<file path="src/rtl/dl_fwd_pkg.sv">
`default_nettype none
// ============================================================================
// Module  : dl_fwd_pkg
// Purpose : Shared types for the operand-bypass controller. Holds the
//           mux-select encoding, the X/M/W stage entry layout and the
//           select width.
// Ports   : none (package)
// Revision: 1.0 - initial release
// ============================================================================
package dl_fwd_pkg;

    localparam int FWD_SEL_BITS = 3;
    // Width of the rd field inside a stage entry. The controller's
    // REG_ADDR_BITS parameter must equal this value.
    localparam int FWD_RD_BITS  = 5;

    typedef enum logic [FWD_SEL_BITS-1:0] {
        FWD_RF  = 3'd0,
        FWD_X   = 3'd1,
        FWD_M   = 3'd2,
        FWD_W   = 3'd3,
        FWD_IMM = 3'd4
    } fwd_sel_e;

    typedef struct packed {
        logic                   val;
        logic                   wen;
        logic                   ld;
        logic [FWD_RD_BITS-1:0] rd;
    } fwd_entry_t;

endpackage : dl_fwd_pkg
`default_nettype wire

</file>
<file path="src/rtl/dl_fwd_match.sv">
`default_nettype none
// ============================================================================
// Module  : dl_fwd_match
// Purpose : Combinational select for one source operand. Picks the
//           youngest in-flight producer of rs (X > M > W), the immediate,
//           or the register file, and flags a winner whose data is not
//           yet available.
// Ports   : rs, rs_use, rs_imm   - source index / read enable / imm select
//           x_ent, m_ent, w_ent  - stage entries
//           sel                  - 3-bit mux select
//           not_rdy              - winning producer is a load still in X
// Revision: 1.0 - initial release
// ============================================================================
module dl_fwd_match
    import dl_fwd_pkg::*;
#(
    parameter int REG_ADDR_BITS = FWD_RD_BITS
) (
    input  logic [REG_ADDR_BITS-1:0] rs,
    input  logic                     rs_use,
    input  logic                     rs_imm,
    input  fwd_entry_t               x_ent,
    input  fwd_entry_t               m_ent,
    input  fwd_entry_t               w_ent,
    output logic [FWD_SEL_BITS-1:0]  sel,
    output logic                     not_rdy
);

    logic w_hit_x;
    logic w_hit_m;
    logic w_hit_w;
    logic w_rs_zero;

    // x0 is hard-wired zero, so an entry with rd=0 never needs a bypass;
    // checking rs against zero once covers that for every stage.
    assign w_rs_zero = (rs == '0);
    assign w_hit_x   = x_ent.val & x_ent.wen & (x_ent.rd == rs);
    assign w_hit_m   = m_ent.val & m_ent.wen & (m_ent.rd == rs);
    assign w_hit_w   = w_ent.val & w_ent.wen & (w_ent.rd == rs);

    always_comb begin
        sel     = FWD_RF;
        not_rdy = 1'b0;
        if (rs_imm) begin
            sel = FWD_IMM;
        end else if (rs_use && !w_rs_zero) begin
            if (w_hit_x) begin
                sel     = FWD_X;
                not_rdy = x_ent.ld;   // load data only exists from M onward
            end else if (w_hit_m) begin
                sel = FWD_M;
            end else if (w_hit_w) begin
                sel = FWD_W;
            end
        end
    end

endmodule : dl_fwd_match
`default_nettype wire

</file>
<file path="src/rtl/dl_fwd_ctrl.sv">
`default_nettype none
// ============================================================================
// Module  : dl_fwd_ctrl
// Purpose : Operand-bypass controller at the decode/issue boundary. Tracks
//           the destination of the instructions in X, M and W, drives one
//           3-bit operand-mux select per source and raises a load-use stall.
// Ports   : clk, rst (async, active-high)
//           issue_val_i/wen_i/ld_i/rd_i - decode instruction descriptor
//           rs_addr_i/rs_use_i/rs_imm_i - per-source fields, src0 in LSBs
//           ext_stall_i - freeze X/M/W; flush_i - kill decode and X
//           sel_o - mux selects, stall_o - load-use stall
//           x_val_o/m_val_o/w_val_o - stage valids
//           stall_cnt_o - saturating load-use stall counter (only when
//                         DL_FWD_STALL_CNT_EN is defined)
// Revision: 1.0 - initial release
// ============================================================================
module dl_fwd_ctrl
    import dl_fwd_pkg::*;
#(
    parameter int NUM_SRC       = 2,
    parameter int REG_ADDR_BITS = FWD_RD_BITS
) (
    input  logic                             clk,
    input  logic                             rst,
    input  logic                             issue_val_i,
    input  logic                             issue_wen_i,
    input  logic                             issue_ld_i,
    input  logic [REG_ADDR_BITS-1:0]         issue_rd_i,
    input  logic [NUM_SRC*REG_ADDR_BITS-1:0] rs_addr_i,
    input  logic [NUM_SRC-1:0]               rs_use_i,
    input  logic [NUM_SRC-1:0]               rs_imm_i,
    input  logic                             ext_stall_i,
    input  logic                             flush_i,
    output logic [NUM_SRC*FWD_SEL_BITS-1:0]  sel_o,
    output logic                             stall_o,
`ifdef DL_FWD_STALL_CNT_EN
    output logic [31:0]                      stall_cnt_o,
`endif
    output logic                             x_val_o,
    output logic                             m_val_o,
    output logic                             w_val_o
);

    fwd_entry_t             r_x;
    fwd_entry_t             r_m;
    fwd_entry_t             r_w;
    fwd_entry_t             w_dec;
    logic [NUM_SRC-1:0]     w_not_rdy;
    logic [FWD_SEL_BITS-1:0] w_sel [NUM_SRC];

    generate
        for (genvar s = 0; s < NUM_SRC; s++) begin : g_src
            dl_fwd_match #(
                .REG_ADDR_BITS (REG_ADDR_BITS)
            ) u_match (
                .rs      (rs_addr_i[s*REG_ADDR_BITS +: REG_ADDR_BITS]),
                .rs_use  (rs_use_i[s]),
                .rs_imm  (rs_imm_i[s]),
                .x_ent   (r_x),
                .m_ent   (r_m),
                .w_ent   (r_w),
                .sel     (w_sel[s]),
                .not_rdy (w_not_rdy[s])
            );
            // Selects are forced to RF while reset is asserted, even if the
            // decode fields ask for the immediate.
            assign sel_o[s*FWD_SEL_BITS +: FWD_SEL_BITS] = rst ? '0 : w_sel[s];
        end
    endgenerate

    assign stall_o = ~rst & issue_val_i & (|w_not_rdy);

    assign w_dec.val = 1'b1;
    assign w_dec.wen = issue_wen_i;
    assign w_dec.ld  = issue_ld_i;
    assign w_dec.rd  = issue_rd_i;

    // Flush outranks the external stall: a redirect must drain X and M even
    // while the back end is frozen. The W<=M move keeps the older, already
    // committed-path instruction.
    always_ff @(posedge clk or posedge rst) begin
        if (rst) begin
            r_x <= '0;
            r_m <= '0;
            r_w <= '0;
        end else if (flush_i) begin
            r_x <= '0;
            r_m <= '0;
            r_w <= r_m;
        end else if (!ext_stall_i) begin
            r_w <= r_m;
            r_m <= r_x;
            r_x <= (issue_val_i && !stall_o) ? w_dec : '0;
        end
    end

    assign x_val_o = r_x.val;
    assign m_val_o = r_m.val;
    assign w_val_o = r_w.val;

`ifdef DL_FWD_STALL_CNT_EN
    logic [31:0] r_stall_cnt;

    // Only cycles where the stall really cost a decode slot are counted.
    always_ff @(posedge clk or posedge rst) begin
        if (rst) begin
            r_stall_cnt <= '0;
        end else if (issue_val_i && stall_o && !ext_stall_i && !flush_i &&
                     (r_stall_cnt != 32'hFFFF_FFFF)) begin
            r_stall_cnt <= r_stall_cnt + 32'd1;
        end
    end

    assign stall_cnt_o = r_stall_cnt;
`endif

endmodule : dl_fwd_ctrl
`default_nettype wire

</file>
<file path="config.mk">
export PLATFORM = sky130hd
export DESIGN_NAME = dl_fwd_ctrl
export DESIGN_NICKNAME = d
export VERILOG_FILES = /design/src/rtl/dl_fwd_pkg.sv /design/src/rtl/dl_fwd_match.sv /design/src/rtl/dl_fwd_ctrl.sv
export SDC_FILE = /design/constraint.sdc
export NUM_CORES = 1
export LEC_CHECK = 0
export BUFFER_PORTS_ARGS = -buffer_cell sky130_fd_sc_hd__buf_2
export CORE_MARGIN = 5
export CORE_UTILIZATION = 40
export DETAILED_ROUTE_END_ITERATION = 10
export GPL_ROUTABILITY_DRIVEN = 0
export PLACE_DENSITY = 0.62
export SYNTH_ARGS = -nofsm -noshare
export SYNTH_HDL_FRONTEND = slang
export SYNTH_SLANG_ARGS = --single-unit
</file>
<file path="constraint.sdc">
create_clock -name clk -period 1.98 [get_ports clk]
set_input_delay 0.198 -clock clk [delete_from_list [all_inputs] [get_ports clk]]
set_output_delay 0.198 -clock clk [all_outputs]
set_load 0.1 [all_outputs]
</file>
### After elaboration in Yosys (flattened, before gate mapping)

Index checks and enable logic that the tools add are counted.

| cells by class | value |
|---|---|
| equal/unequal tests | 7 |
| mux-type cells | 25 |
| bitwise gates (word level) | 12 |
| reduce and logical (&&, ||, !) cells | 9 |

Operator list:

| kind | number |
|---|---|
| two-way mux 8 bit | 7 |
| == test 5 bit | 6 |
| two-way mux 3 bit | 10 |
| bitwise AND 1 bit | 11 |
| zero test 5 bit | 2 |
| two-way mux 1 bit | 6 |
| two-way mux 2 bit | 2 |
| logical AND 1 bit | 3 |
| zero test 1 bit | 3 |
| inequality test 2 x 1 -> 1 bit, second input constant | 1 |
| OR reduction 2 bit | 1 |
| NOT 1 bit | 1 |

| storage, ports and cells | value |
|---|---|
| flip-flop bits (word level) | 23 |
| bits of input ports | 26 |
| output and inout bits | 10 |

### Logic depth before layout (Yosys ltp)

Gate-level depths: netlist (run 1).

| logic depth | value |
|---|---|
| depth in word-level cells | 12 |
| mapped depth | 6 |
| mapped depth without buffers | 5 |

### By module

Synthesis (run 1) repeated with hierarchy kept, for this count alone.

| unflattened totals | value |
|---|---|
| cell total of the unflattened synthesis | 136 |
| area, all modules | 1,483.9 um^2 |

Modules (own cells, without submodules):

| module | times used | cells an instance | area an instance (um^2) |
|---|---|---|---|
| dl_fwd_ctrl | 1 | 72 | 1,018.5 |
| dl_fwd_match | 2 | 32 | 232.7 |

### Least setup slack after synthesis (run 1)

Ideal clock, no wire load.

| timing | value |
|---|---|
| path kind | reg-to-output |
| start | register r_w, in the netlist w_val_o |
| end | output sel_o[3] |
| arrival | 3.807 ns |
| path slack | -2.025 ns |
| stages on the path, launching flop included | 5 |
| buffers on the path | 0 |
| path through | dfrtp_1 nand2_1 or3_1 nand2b_1 a211oi_1 |

| on the way | value |
|---|---|
| cells in the longest elaborated chain, start to end | 8 |

Ends and longest elaborated chain:

| element | line | source |
|---|---|---|
| start: declaration | dl_fwd_ctrl.sv:46 | `fwd_entry_t r_w;` |
| start signal: assignment | dl_fwd_ctrl.sv:89 | `r_w <= r_m;` |
| start signal: assignment | dl_fwd_ctrl.sv:91 | `r_w <= r_m;` |
| bitwise AND 1 bit (2 in series) | dl_fwd_match.sv:39 | `assign w_hit_w = w_ent.val & w_ent.wen & (w_ent.rd == rs);` |
| two-way mux 2 bit | dl_fwd_match.sv:52 | `end else if (w_hit_w) begin` |
| two-way mux 3 bit | dl_fwd_match.sv:50 | `end else if (w_hit_m) begin` |
| two-way mux 3 bit | dl_fwd_match.sv:47 | `if (w_hit_x) begin` |
| two-way mux 3 bit | dl_fwd_match.sv:46 | `end else if (rs_use && !w_rs_zero) begin` |
| two-way mux 3 bit | dl_fwd_match.sv:44 | `if (rs_imm) begin` |
| two-way mux 3 bit | dl_fwd_ctrl.sv:67 | `assign sel_o[s*FWD_SEL_BITS +: FWD_SEL_BITS] = rst ? '0 : w_sel[s];` |
| end: declaration | dl_fwd_ctrl.sv:34 | `output logic [NUM_SRC*FWD_SEL_BITS-1:0] sel_o,` |

Every way passes these cells.

### Final worst setup path (run 1)

| timing | value |
|---|---|
| start | register r_x[4] (netlist bit) |
| end | output stall_o |

| on the way | value |
|---|---|
| cells in the longest elaborated chain, start to end | 7 |
| elaborated cells between the ends (all ways) | 12 |
| classes of those cells | eq/ne (2); mux (6); bitwise (3); reduce/logical (1) |

Ends and longest elaborated chain:

| element | line | source |
|---|---|---|
| start: declaration | dl_fwd_ctrl.sv:44 | `fwd_entry_t r_x;` |
| start signal: assignment | dl_fwd_ctrl.sv:93 | `r_x <= (issue_val_i && !stall_o) ? w_dec : '0;` |
| == test 5 bit | dl_fwd_match.sv:37 | `assign w_hit_x = x_ent.val & x_ent.wen & (x_ent.rd == rs);` |
| bitwise AND 1 bit | dl_fwd_match.sv:37 |  |
| two-way mux 1 bit | dl_fwd_match.sv:47 |  |
| two-way mux 1 bit | dl_fwd_match.sv:46 |  |
| two-way mux 1 bit | dl_fwd_match.sv:44 |  |
| OR reduction 2 bit (*) | dl_fwd_ctrl.sv:71 | `assign stall_o = ~rst & issue_val_i & (\|w_not_rdy);` |
| bitwise AND 1 bit (*) | dl_fwd_ctrl.sv:71 |  |
| end: declaration | dl_fwd_ctrl.sv:35 | `output logic stall_o,` |

Mark *: on every way between the ends. The rest lies on a longest branch, timed or not.

==> run summary, run 1 <==
The final setup violation count was 5. The number of cells traversed by the worst register-to-register path was 6; the worst-case setup margin in the final layout was -0.228 ns. Area of the core region: 0.00331 mm². Detailed routing placed a total of 184 µm of wire on met3.

The flow ran to the end, but the final reports show violations. Setup repair after global routing could not meet its margin everywhere. The average routed wire per standard cell is 14.7 µm, and the post-synthesis compound-gate area fraction is 6.08%. Across the VDD grid, the largest voltage drop is 319 µV.

In this run, synthesis inferred 0 flip-flops with an integrated enable. The ratio of total power to cell area was 486 mW/mm². The worst register-to-register path begins at r_x[4]$_DFFE_PP0P_. Per report_power, the sequential group accounts for 52.0% of the total. In the global route stage, overall resource usage came out at 16.7%. Summed over all failing endpoints, the final setup total negative slack is -0.867 ns. The critical path ends at stall_o. The detailed-routing iteration count for the pre-antenna-repair pass is 4, and the width of the chip is 68.3 µm.

The first global-routing pass estimated 5720 µm of wire. The register bit count reported by yosys came out at 22. Once detailed placement completed, the half-perimeter wirelength came to 2780 µm. Share of the synthesized area in the top cell type: 40.6%. The number of antenna diodes in the final layout is 0.

The total DRC errors in the routed layout is 0. The final critical path takes up 112% of the cycle. The most used flip-flop cell after synthesis is sky130_fd_sc_hd__dfrtp_1. The floorplan has 21 rows. The floorplan step defined a die boundary enclosing 0.00466 mm². The synthesized design spends more area on one cell type than any other, namely sky130_fd_sc_hd__dfrtp_1. The simple-gate share of the synthesized area was 21.2%.

Summed over all layers, the global routing overflow is 0. The logs give 40.6% for the register area share after synthesis and 0 for the number of nets with antenna violations after detailed routing. The worst setup path is captured at an output pin. TritonCTS built the clock tree. The startpoint-to-endpoint class of the critical path is reg2out. From synthesis to final layout, the design area changed by 40.1%.

In the synthesized netlist, the number of instances is 144. The detailed router put a total of 1510 µm of wire on met1. Across the run, the number of max-cap violations was 0. The worst register-to-register path ends at r_x[2]$_DFFE_PP0P_. The tools report the latest clock arrival within the worst-skew pair as 0.31 ns. Clock tree synthesis selected as its root buffer the cell sky130_fd_sc_hd__clkbuf_4. The checks that failed: negative setup slack. For this design, the sink count on the clock tree is 22.

Along the worst path, the maximum fanout reaches 4. Class of the worst hold path: in2async. The run gives 2.01 ns as the worst endpoint data arrival time.

For this design the total switching power over the nets is 271 µW. The max-slew violation count is 0, and the relative max-transition margin is 67.6%. In this run the deepest clock path goes through 2 buffers. The share of total power dissipated in combinational logic is 21.5%. After synthesis, the cell types taking the most area are sky130_fd_sc_hd__dfrtp_1 41%, sky130_fd_sc_hd__xor2_1 13%, sky130_fd_sc_hd__xnor2_1 6.5%, sky130_fd_sc_hd__nand2_1 6.1%, sky130_fd_sc_hd__mux2_2 5.8%.

Between clock sinks in the finished design, the worst skew comes to 0.00485 ns. Yosys mapped the design onto 27 distinct sky130hd cell types. The share of synthesized flip-flops with an asynchronous set or reset works out to 100%. The initial antenna violation count came out at 0. Summed over all layers, the routed wires come to 3550 µm. The design internal power was 654 µW.

The total I/O pin count came out at 36. The type of origin of the critical path was a flip-flop. Routed signal wires occupy layers up through met4. After detailed routing, the number of vias per cell comes to 5.03.

The count of yosys warnings during synthesis was 0. The setup check on the worst reg-to-reg path leaves a slack of 0.12 ns. Cells with a size suffix above 1 make up 41.5% of the layout.

By area, the combinational part of the netlist is dominated by simple AND/OR/NAND/NOR gates. In this run, post-CTS hold repair placed 0 buffers. Timing would allow up to 453 MHz. Once the floorplan was initialized, standard cells occupied 41.0% of the core. For the via count of the first global-routing pass, the log shows 1267. Counting I/O delays and the setup requirement, the final critical path takes 2.21 ns. Entering global routing, the biggest net connects 13 pins. The critical path starts at r_x[4]$_DFFE_PP0P_.

Post-synthesis mux area share: 11.0%. Buffers placed on the I/O ports in this run total 35. Adder-cell area share of the yosys netlist: 0%. The net switching share of the total power is 29.3%, and the slew at the pin closest to its max-slew limit is 0.490 ns. Ranked by instance count, the synthesized netlist is headed by 22 x sky130_fd_sc_hd__dfrtp_1, 22 x sky130_fd_sc_hd__nand2_1, 20 x sky130_fd_sc_hd__xor2_1.

After clock tree synthesis, the clock-pin slew on the worst setup and hold paths is 0.12 ns. The number of clock buffers added by TritonCTS is 3. The routed design uses 1700 µm of met2 wire. The logs give 40 for the detailed router's first-iteration violation count and 26.5% for the power share of the clock group. The synthesized netlist devotes 19.4% of its cell area to XOR and XNOR gates. Number of nets in the layout: 222. In this run the cell area of the synthesized design comes to 0.00136 mm². The floorplan step set the die height to 68.3 µm. The logs give 170 for the number of nets produced by synthesis and 0.000906 µW for the leakage dissipation. The tools report the H-tree level count as 1. The routed via count was 1212; the mean area per synthesized cell was 9.43 µm². The number of hold-slack violations in the final timing report was 0.

The run gives 1.78 ns as the critical path data required time. For the final hold slack, the log shows 0.0258 ns.
==> what timing repair did <==
action,4_1_cts,5_1_grt
pin swaps,10,8
endpoints found under the setup margin,5,13
resized for setup,4,4
setup buffers,7,4
hold endpoints to repair,0,0
==> critical path: stages, from the launching register on <==
cell and delay (ns):
sky130_fd_sc_hd__dfrtp_1 0.45, sky130_fd_sc_hd__xnor2_1 0.17, sky130_fd_sc_hd__nand4_1 0.14, sky130_fd_sc_hd__or4b_4 0.53
sky130_fd_sc_hd__a21oi_4 0.20, sky130_fd_sc_hd__buf_12 0.20
==> cell usage in the layout (no fill, tap or decap), drive strengths merged, types with 3 or more instances in the layout <==
cell type	Yosys	layout
buf	2	51
nand2	22	22
dfrtp	22	22
xor2	20	20
nor2	13	13
xnor2	10	10
o21ai	8	8
mux2	7	7
mux2i	7	7
nand4	4	4
clkbuf	2	4
nor4	4	4
nor3	3	3
nor2b	3	3
==> flip-flops by register name (all words and copies together), names as in the netlist <==
name     cells
x_val_o      1
m_val_o      1
r_m          6
w_val_o      1
r_w          6
r_x          7
==> kinds of logic (layout without fill, tap and decap cells) <==
family / Yosys count / count (layout)
compound gates: 13 / 13
xor+xnor: 30 / 30
buf+inv: 6 / 57
flops: 22 / 22
mux: 14 / 14
simple gates: 59 / 59
==> worst min-delay path by stage <==
stage	from	end	slack, ns
final	rst	r_m[4]$_DFFE_PP0P_	0.03
after global routing	rst	r_m[4]$_DFFE_PP0P_	0.03
after CTS	rst	r_m[4]$_DFFE_PP0P_	0.01
after detailed placement	rst	r_m[4]$_DFFE_PP0P_	0.36
after global placement	rst	r_m[4]$_DFFE_PP0P_	0.36
after floorplan	rst	r_m[0]$_DFFE_PP0P_	0.20
==> power groups by stage <==
| stage | clock (µW) | sequential [µW] | combinational (µW) |
|---|---|---|---|
| finish | 245 | 481 | 199 |
| global placement | 0 | 489 | 182 |
| CTS | 256 | 481 | 194 |
| global route | 268 | 483 | 214 |
| detailed placement | 0 | 490 | 185 |
| floorplan | 0 | 505 | 99.9 |
==> stage by stage <==
step                setup slack (ns)  area [µm²]  total power (µW)  utilization (%)  std cells
floorplan                     -0.251        1420               605                -        144
global placement              0.0817        1760               671             53.2        228
detailed placement            0.0727        1760               675             53.2        228
CTS                           -0.218        1870               930             56.4        239
global route                  -0.309        1900               966             57.4        241
finish                        -0.228        1900               924             57.4        241
==> per-layer routing <==
layer  GRT usage [%]  vias up
met3            2.30       11
met2            29.5       42
met5               0        -
met4            8.93        0
met1            19.3      567
li1                -      592
==> final cells by class <==
cell class / count / area (µm²)
repair buffers: 51 / 370
clock buffers: 4 / 36.3
multi-input cells: 116 / 868
well taps: 46 / 57.6
inverters: 2 / 7.51
flip-flops and latches: 22 / 562
fillers: 328 / 1410
(Power assumes the default switching activity.)
==> run 2: changes to the inputs <==
--- a/config.mk
+++ b/config.mk
@@ -5,6 +5,7 @@
 export SDC_FILE = /design/constraint.sdc
 export NUM_CORES = 1
 export LEC_CHECK = 0
+export ABC_CLOCK_PERIOD_IN_PS = 1980
 export BUFFER_PORTS_ARGS = -buffer_cell sky130_fd_sc_hd__buf_2
 export CORE_MARGIN = 5
 export CORE_UTILIZATION = 40
@@ -14,3 +15,4 @@
 export SYNTH_ARGS = -nofsm -noshare
 export SYNTH_HDL_FRONTEND = slang
 export SYNTH_SLANG_ARGS = --single-unit
+export TNS_END_PERCENT = 50
==> run 2 against run 1 <==
The run still ends with negative setup slack left. Critical path type unchanged. Sequential share of layout area is 0.15 points lower. Register-to-register slack improved by 0.02 ns. First-iteration DRC count shrank 20%. Utilization is essentially flat. Critical path depth stayed put.
==> run summary, run 2 (synthesis gave the netlist of run 1 again) <==
The flow ran to the end, but the final reports show violations. The final reports fail on negative setup slack. The register-to-register setup slack is 0.14 ns (+0.02 ns), and the power share of the clock group is 26.0% (-0.5 points). The ratio of cells with drive above 1 in the final layout works out to 40.0% (-1.5 points). TritonCTS built the clock tree. The achievable clock frequency was 463 MHz (+2.3%); the number of nets with antenna violations after detailed routing was 0 (unchanged). The signal on the critical path passes through xnor2_1 -> nand4_1 -> or4b_4 -> a21oi_4 -> buf_12. The tools report the aggregate routed wire length as 3450 µm (-2.8%). The largest net degree at the start of global routing is 14 (+1). The run gives 654 µW (+0.13%) as the design internal power. The HPWL after detailed placement was 2790 µm (+0.33%); the largest fanout of any net on the critical path was 3 (-1). Type of origin of the critical path: a flip-flop. The power after layout is 921 µW (-0.33%). The run gives 559 µm² (-0.45%) as the combined flip-flop and latch cell area.

For the clock tree buffer depth, the log shows 2 (unchanged). The clock slew at the register clock pins of the worst setup and hold paths came out at 0.12 ns (about the same). The largest registers in the layout are r_x x7, r_m x6, r_w x6.

The cell sitting at the root of the clock tree is a sky130_fd_sc_hd__clkbuf_4. Ranked by flip-flop count, first place goes to r_x. The number of hold-slack violations in the final timing report was 0 (unchanged).

The flip-flop count of the largest register after layout was 7 (unchanged). The endpoint class of the critical path was an output pin. The worst-case setup margin in the final layout is -0.179 ns (+0.0491 ns), and the leakage dissipation is 0.000910 µW (+0.48%).

The run gives 0.00331 mm² (unchanged) as the area of the core region. The maximum VDD drop was 227 µV (-29%); the relative max-transition margin was 67.8% (+0.25 points). The setup path with the least slack is of type reg2out.

The most common library cell in the layout ignoring fill and taps is sky130_fd_sc_hd__buf_2. Placement-stage cell area: 0.00177 mm² (+0.36%). The width of the chip was 68.3 µm (unchanged); the H-tree level count was 1 (unchanged). The net switching share of the total power is 29.0% (-0.33 points), and the slew at the pin closest to its max-slew limit is 0.486 ns (-0.00375 ns).

In the layout the commonest cells are 30 x sky130_fd_sc_hd__buf_2, 20 x sky130_fd_sc_hd__nand2_1, 20 x sky130_fd_sc_hd__xor2_1. For the routed via count, the log shows 1190 (-1.8%). The final critical-path share of the clock period is 109% (-2.5 points), and the detailed-routing iteration count for the pre-antenna-repair pass is 4 (unchanged).

The clock net sink count was 22 (unchanged). Among all stages on the critical path, the largest delay is contributed by sky130_fd_sc_hd__or4b_4. The critical path data required time is 1.78 ns (about the same), and the core occupancy in the finished layout is 57.5% (about the same). For the number of placement rows, the log shows 21 (unchanged).

The first-pass GRT wire length came out at 5610 µm (-1.9%). For the switching component of the power, the log shows 267 µW (-1.5%). The worst endpoint data arrival time is 1.96 ns (-0.05 ns), and the vertical die dimension is 68.3 µm (unchanged).

The fill cell total of the finished layout is 331 (+0.91%). The initial antenna violation count was 0 (unchanged); the final non-filler cell area was 0.00190 mm² (about the same). The signed area change from the synthesized netlist to the final layout is 40.2% (about the same), and the portion of total power attributed to sequential cells is 52.0% (about the same).

For the antenna cell count, the log shows 0 (unchanged). The starting density of the core was 41.0% (unchanged); the detail-routed via count per cell was 4.94 (-1.8%). The detailed router's first-iteration violation count was 32 (-20%); the final setup violation count was 5 (unchanged). The final hold slack is 0.111 ns (+0.0855 ns). The path class of the tightest hold or removal check is in2reg.

For the residual overflow from global routing, the log shows 0 (unchanged). For the max capacitance violation total, the log shows 0 (unchanged). The average routed wire per standard cell is 14.3 µm (-2.8%), and the post-layout minimum cycle time is 2.16 ns (-0.0491 ns).

For the via count of the first global-routing pass, the log shows 1292 (+2.0%). The area taken by multi-input logic gates was 870 µm² (+0.14%); the critical path's largest stage delay was 0.55 ns (+0.02 ns). The total die area is 0.00466 mm² (unchanged), and the number of nets in the layout is 222 (unchanged). The ratio of total power to cell area is 484 mW/mm² (-0.40%), and the logic gate share of total power is 22.0% (+0.5 points). The latest clock arrival within the worst-skew pair was 0.30 ns (about the same). The pre-CTS worst setup slack is 0.0857 ns (+0.0130 ns). The total I/O pin count is 36 (unchanged). The logs give 0 (unchanged) for the max-slew violation count and 0 (unchanged) for the total DRC errors in the routed layout. The clock skew after layout was 0.00105 ns (-0.00380 ns); the number of buffer cells added on primary ports was 35 (unchanged). Setup repair after global routing could not meet its margin everywhere. The number of CTS-inserted buffers is 3 (unchanged), and the total global routing track utilization is 16.3% (-0.36 points).
[run 2: final cells by class]
cell class / instances / area share (%)
Inverter: 2 / 0.394
Sequential cell: 22 / 29.4
Timing Repair Buffer: 51 / 19.6
Clock buffer: 4 / 1.91
Tap cell: 46 / 3.02
Multi-Input combinational cell: 116 / 45.7
[run 2: path summary, 6_finish.rpt]
check	start	cells past startpoint	endpoint
setup / recovery	r_x[0]$_DFFE_PP0P_	5	stall_o
hold / removal	issue_wen_i	3	r_x[6]$_DFFE_PP0P_
setup reg to reg	r_x[0]$_DFFE_PP0P_	6	x_val_o$_DFFE_PP0P_
hold reg to reg	r_x[5]$_DFFE_PP0P_	2	r_x[5]$_DFFE_PP0P_
max in group asynchronous	rst	4	x_val_o$_DFFE_PP0P_
min in group asynchronous	rst	4	r_x[2]$_DFFE_PP0P_
[run 2: per-layer routing]
metal	share of wire (%)	track usage [%]	vias to the layer above
met5	0	0	-
met2	48	29.1	42
met4	3.2	9.18	0
met3	6.3	2.30	10
met1	42	18.4	547
li1	-	-	591
[run 2: power groups by stage]
stage	clock network (µW)	registers [µW]	logic, µW
6_report	240	479	202
3_3_place_gp	0	488	187
4_1_cts	251	479	199
2_1_floorplan	0	505	99.6
3_5_place_dp	0	488	189
5_1_grt	269	481	219
[run 2: stage by stage]
step,cells,TNS (ns)
floorplan,144,-1.89
global placement,229,0
detailed placement,229,0
CTS,240,-0.863
global route,241,-1.29
finish,241,-0.705
[run 2: repair_timing]
action,CTS,global route
hold buffers,1,0
setup buffers,6,1
endpoints found under the setup margin,5,5
gates resized for setup,2,4
pin swaps,7,7
hold endpoints to repair,22,0
[run 2: worst max-delay path, delay by kind of cell, from the launching register on]
family	cells	cell delay, ns
xor+xnor	1	0.15
compound gates	1	0.19
simple gates	2	0.69
buf+inv	1	0.19
flops	1	0.43
==> run 3: changes to the inputs <==
--- a/config.mk
+++ b/config.mk
@@ -5,12 +5,13 @@
 export SDC_FILE = /design/constraint.sdc
 export NUM_CORES = 1
 export LEC_CHECK = 0
-export ABC_CLOCK_PERIOD_IN_PS = 1980
+export ABC_CLOCK_PERIOD_IN_PS = 2400
 export BUFFER_PORTS_ARGS = -buffer_cell sky130_fd_sc_hd__buf_2
 export CORE_MARGIN = 5
 export CORE_UTILIZATION = 40
 export DETAILED_ROUTE_END_ITERATION = 10
 export GPL_ROUTABILITY_DRIVEN = 0
+export HOLD_SLACK_MARGIN = 0.1
 export PLACE_DENSITY = 0.62
 export SYNTH_ARGS = -nofsm -noshare
 export SYNTH_HDL_FRONTEND = slang
==> constraint.sdc (replaced) <==
create_clock -name clk -period 2.4 [get_ports clk]
set_input_delay 0.24 -clock clk [delete_from_list [all_inputs] [get_ports clk]]
set_output_delay 0.24 -clock clk [all_outputs]
set_load 0.1 [all_outputs]
==> run 3 against run 2 <==
Utilization decreased by 4.7 points. Critical path depth stayed put. Power decreased by 19%. Critical path type unchanged. Sequential power decreased by 18%. Die area is the same. Largest cell class unchanged. Highest routed layer unchanged. Wire length fell by 5.2%. Largest power group unchanged. The flow now finishes without violations. Register-to-register slack gained 0.46 ns. First-iteration DRC count rose by 150%.
==> run summary, run 3 (synthesis gave the netlist of run 1 again) <==
H-tree level count: 1 (unchanged). Portion of total power attributed to sequential cells: 53.1% (+1.1 points). The tools report the total die area as 0.00466 mm² (unchanged). The worst-case setup margin in the final layout is 0.0928 ns (+0.272 ns), and the HPWL after detailed placement is 2700 µm (-3.1%). The number of buffer cells added on primary ports was 35 (unchanged).

The starting density of the core was 41.0% (unchanged); the switching component of the power was 212 µW (-21%). The tools report the clock skew after layout as 0.00348 ns (+0.00243 ns). The logs give 3 (unchanged) for the number of CTS-inserted buffers and 52.8% (-4.7 points) for the core occupancy in the finished layout. The worst endpoint data arrival time is 2.07 ns (+0.11 ns), and the final critical-path share of the clock period is 96.1%.

Start of the worst register-to-register path: r_x[2]$_DFFE_PP0P_. The clock net sink count is 22 (unchanged), and the final setup violation count is 0 (-5). The area growth from synthesis to layout is 28.8%. The average routed wire per standard cell is 14.1 µm (-1.5%), and the leakage dissipation is 0.000823 µW (-9.5%). The number of hold-slack violations in the final timing report was 0 (unchanged); the power after layout was 744 µW (-19%). The area of the core region was 0.00331 mm² (unchanged); the detail-routed via count per cell was 5.05 (+2.2%). The design internal power was 532 µW (-19%). Non-filler instance count after layout: 232 (-3.7%). The slew at the pin closest to its max-slew limit works out to 0.786 ns (+0.300 ns). The maximum VDD drop is 303 µV (+33%), and the vertical die dimension is 68.3 µm (unchanged). For the number of nets with antenna violations after detailed routing, the log shows 0 (unchanged).

The tools report the clock tree buffer depth as 2 (unchanged). For the final hold slack, the log shows 0.166 ns (+0.0552 ns). Max capacitance violation total: 0 (unchanged).

The clock slew at the register clock pins of the worst setup and hold paths was 0.11 ns (about the same); the logic gate share of total power was 20.6% (-1.4 points). Leaving out fill and tap cells, the most frequent cell in the layout is sky130_fd_sc_hd__buf_2. The class of the worst hold path is in2reg. The startpoint identified for the worst hold timing path is issue_rd_i[3]. Pre-CTS worst setup slack: 0.376 ns (+0.291 ns).

The largest fanout of any net on the critical path is 9 (+6). In the layout the commonest cells are 32 x sky130_fd_sc_hd__buf_2, 22 x sky130_fd_sc_hd__nand2_1, 20 x sky130_fd_sc_hd__xor2_1. The aggregate routed wire length was 3270 µm (-5.2%). The detailed-routing iteration count for the pre-antenna-repair pass was 4 (unchanged); the number of nets in the layout was 213 (-4.1%). The residual overflow from global routing is 0 (unchanged). Relative max-transition margin: 47.5% (-20 points). The largest net degree at the start of global routing came out at 14 (unchanged). The initial antenna violation count is 0 (unchanged). The run finished with clean final reports. The detailed router's first-iteration violation count is 79 (+150%). Timing would allow up to 433 MHz. The smallest clock period supported by the final layout is computed as 2.31 ns. The ratio of cells with drive above 1 in the final layout came out at 33.3% (-6.7 points). Tracing the worst setup path back leads to its startpoint at r_x[2]$_DFFE_PP0P_. TritonCTS built the clock tree. Ratio of total power to cell area: 426 mW/mm² (-12%). By startpoint and endpoint, the worst setup path is classified as reg2out. Power share of the clock group: 26.3% (+0.3 points).

The worst setup path is captured at an output pin. The logs give 0.30 ns (about the same) for the latest clock arrival within the worst-skew pair and 15.6% (-0.76 points) for the total global routing track utilization. The antenna cell count is 0 (unchanged). Type of origin of the critical path: a flip-flop. The largest registers in the layout are r_x x7, r_m x6, r_w x6. Max-slew violation count: 0 (unchanged). The instance count after placement with tap cells included is 225 (-1.7%). The net switching share of the total power was 28.5% (-0.47 points). The width of the chip is 68.3 µm (unchanged). Routed via count: 1171 (-1.6%). The logs give 1111 (-14%) for the via count of the first global-routing pass and 2.16 ns (+0.38 ns) for the critical path data required time. The flip-flop count of the largest register after layout is 7 (unchanged), and the total I/O pin count is 36 (unchanged). The number of placement rows is 21 (unchanged). Clock tree synthesis selected as its root buffer the cell sky130_fd_sc_hd__clkbuf_4. The total DRC errors in the routed layout came out at 0 (unchanged).

Setup repair after global routing could not meet its margin everywhere. The register with the highest flop count was r_x. The first-pass GRT wire length is 5350 µm (-4.7%).
[run 3: cell types whose count changed in the layout (fill, tap and decap cells not counted), sizes merged]
cell / previous run / this run
buf: 50 / 41
[run 3: worst max-delay path: stages, from the launching register on]
cell                      delay (ns)
sky130_fd_sc_hd__dfrtp_1        0.45
sky130_fd_sc_hd__xnor2_1        0.18
sky130_fd_sc_hd__nand4_1        0.14
sky130_fd_sc_hd__or4b_4         0.52
sky130_fd_sc_hd__a21oi_4        0.26
sky130_fd_sc_hd__buf_12         0.21
[run 3: timing repair]
action,in CTS,in global routing
resized for setup,0,2
setup buffers,0,2
hold buffers,1,0
hold endpoints to repair,22,0
endpoints found under the setup margin,0,3
[run 3: cell type report]
class | count | area [µm²]
Multi-Input combinational cell | 116 | 816
Fill cell | 302 | 1560
Timing Repair Buffer | 42 | 275
Tap cell | 46 | 57.6
Clock buffer | 4 | 36.3
Sequential cell | 22 | 556
Inverter | 2 | 7.51
[run 3: worst paths after layout]
kind,cells past startpoint,slack [ns],endpoint
min in group asynchronous,4,0.57,r_w[2]$_DFFE_PP0P_
max reg2reg,5,0.60,r_x[1]$_DFFE_PP0P_
min reg2reg,2,0.50,r_x[5]$_DFFE_PP0P_
min,3,0.17,r_x[3]$_DFFE_PP0P_
max,5,0.09,stall_o
max in group asynchronous,4,1.65,m_val_o$_DFFE_PP0P_
[run 3: metrics by stage]
stage,setup TNS [ns],area (µm²)
global route,-0.0132,1750
CTS,0,1730
floorplan,-0.0293,1390
finish,0,1750
global placement,0,1680
detailed placement,0,1680
[run 3: per-layer routing]
metal | vias to the layer above | GRT usage, % | routed length (µm)
li1 | 572 | - | -
met1 | 553 | 20.2 | 1430
met2 | 38 | 25.0 | 1550
met3 | 8 | 2.46 | 205
met4 | 0 | 7.69 | 83
met5 | - | 0 | 0
[run 3: power by group through the flow]
stage	Clock, µW	Sequential [µW]	Combinational [µW]
after CTS	206	395	151
final	196	395	153
after global placement	0	402	147
after global routing	218	397	167
after detailed placement	0	403	149
after floorplan	0	415	81.2
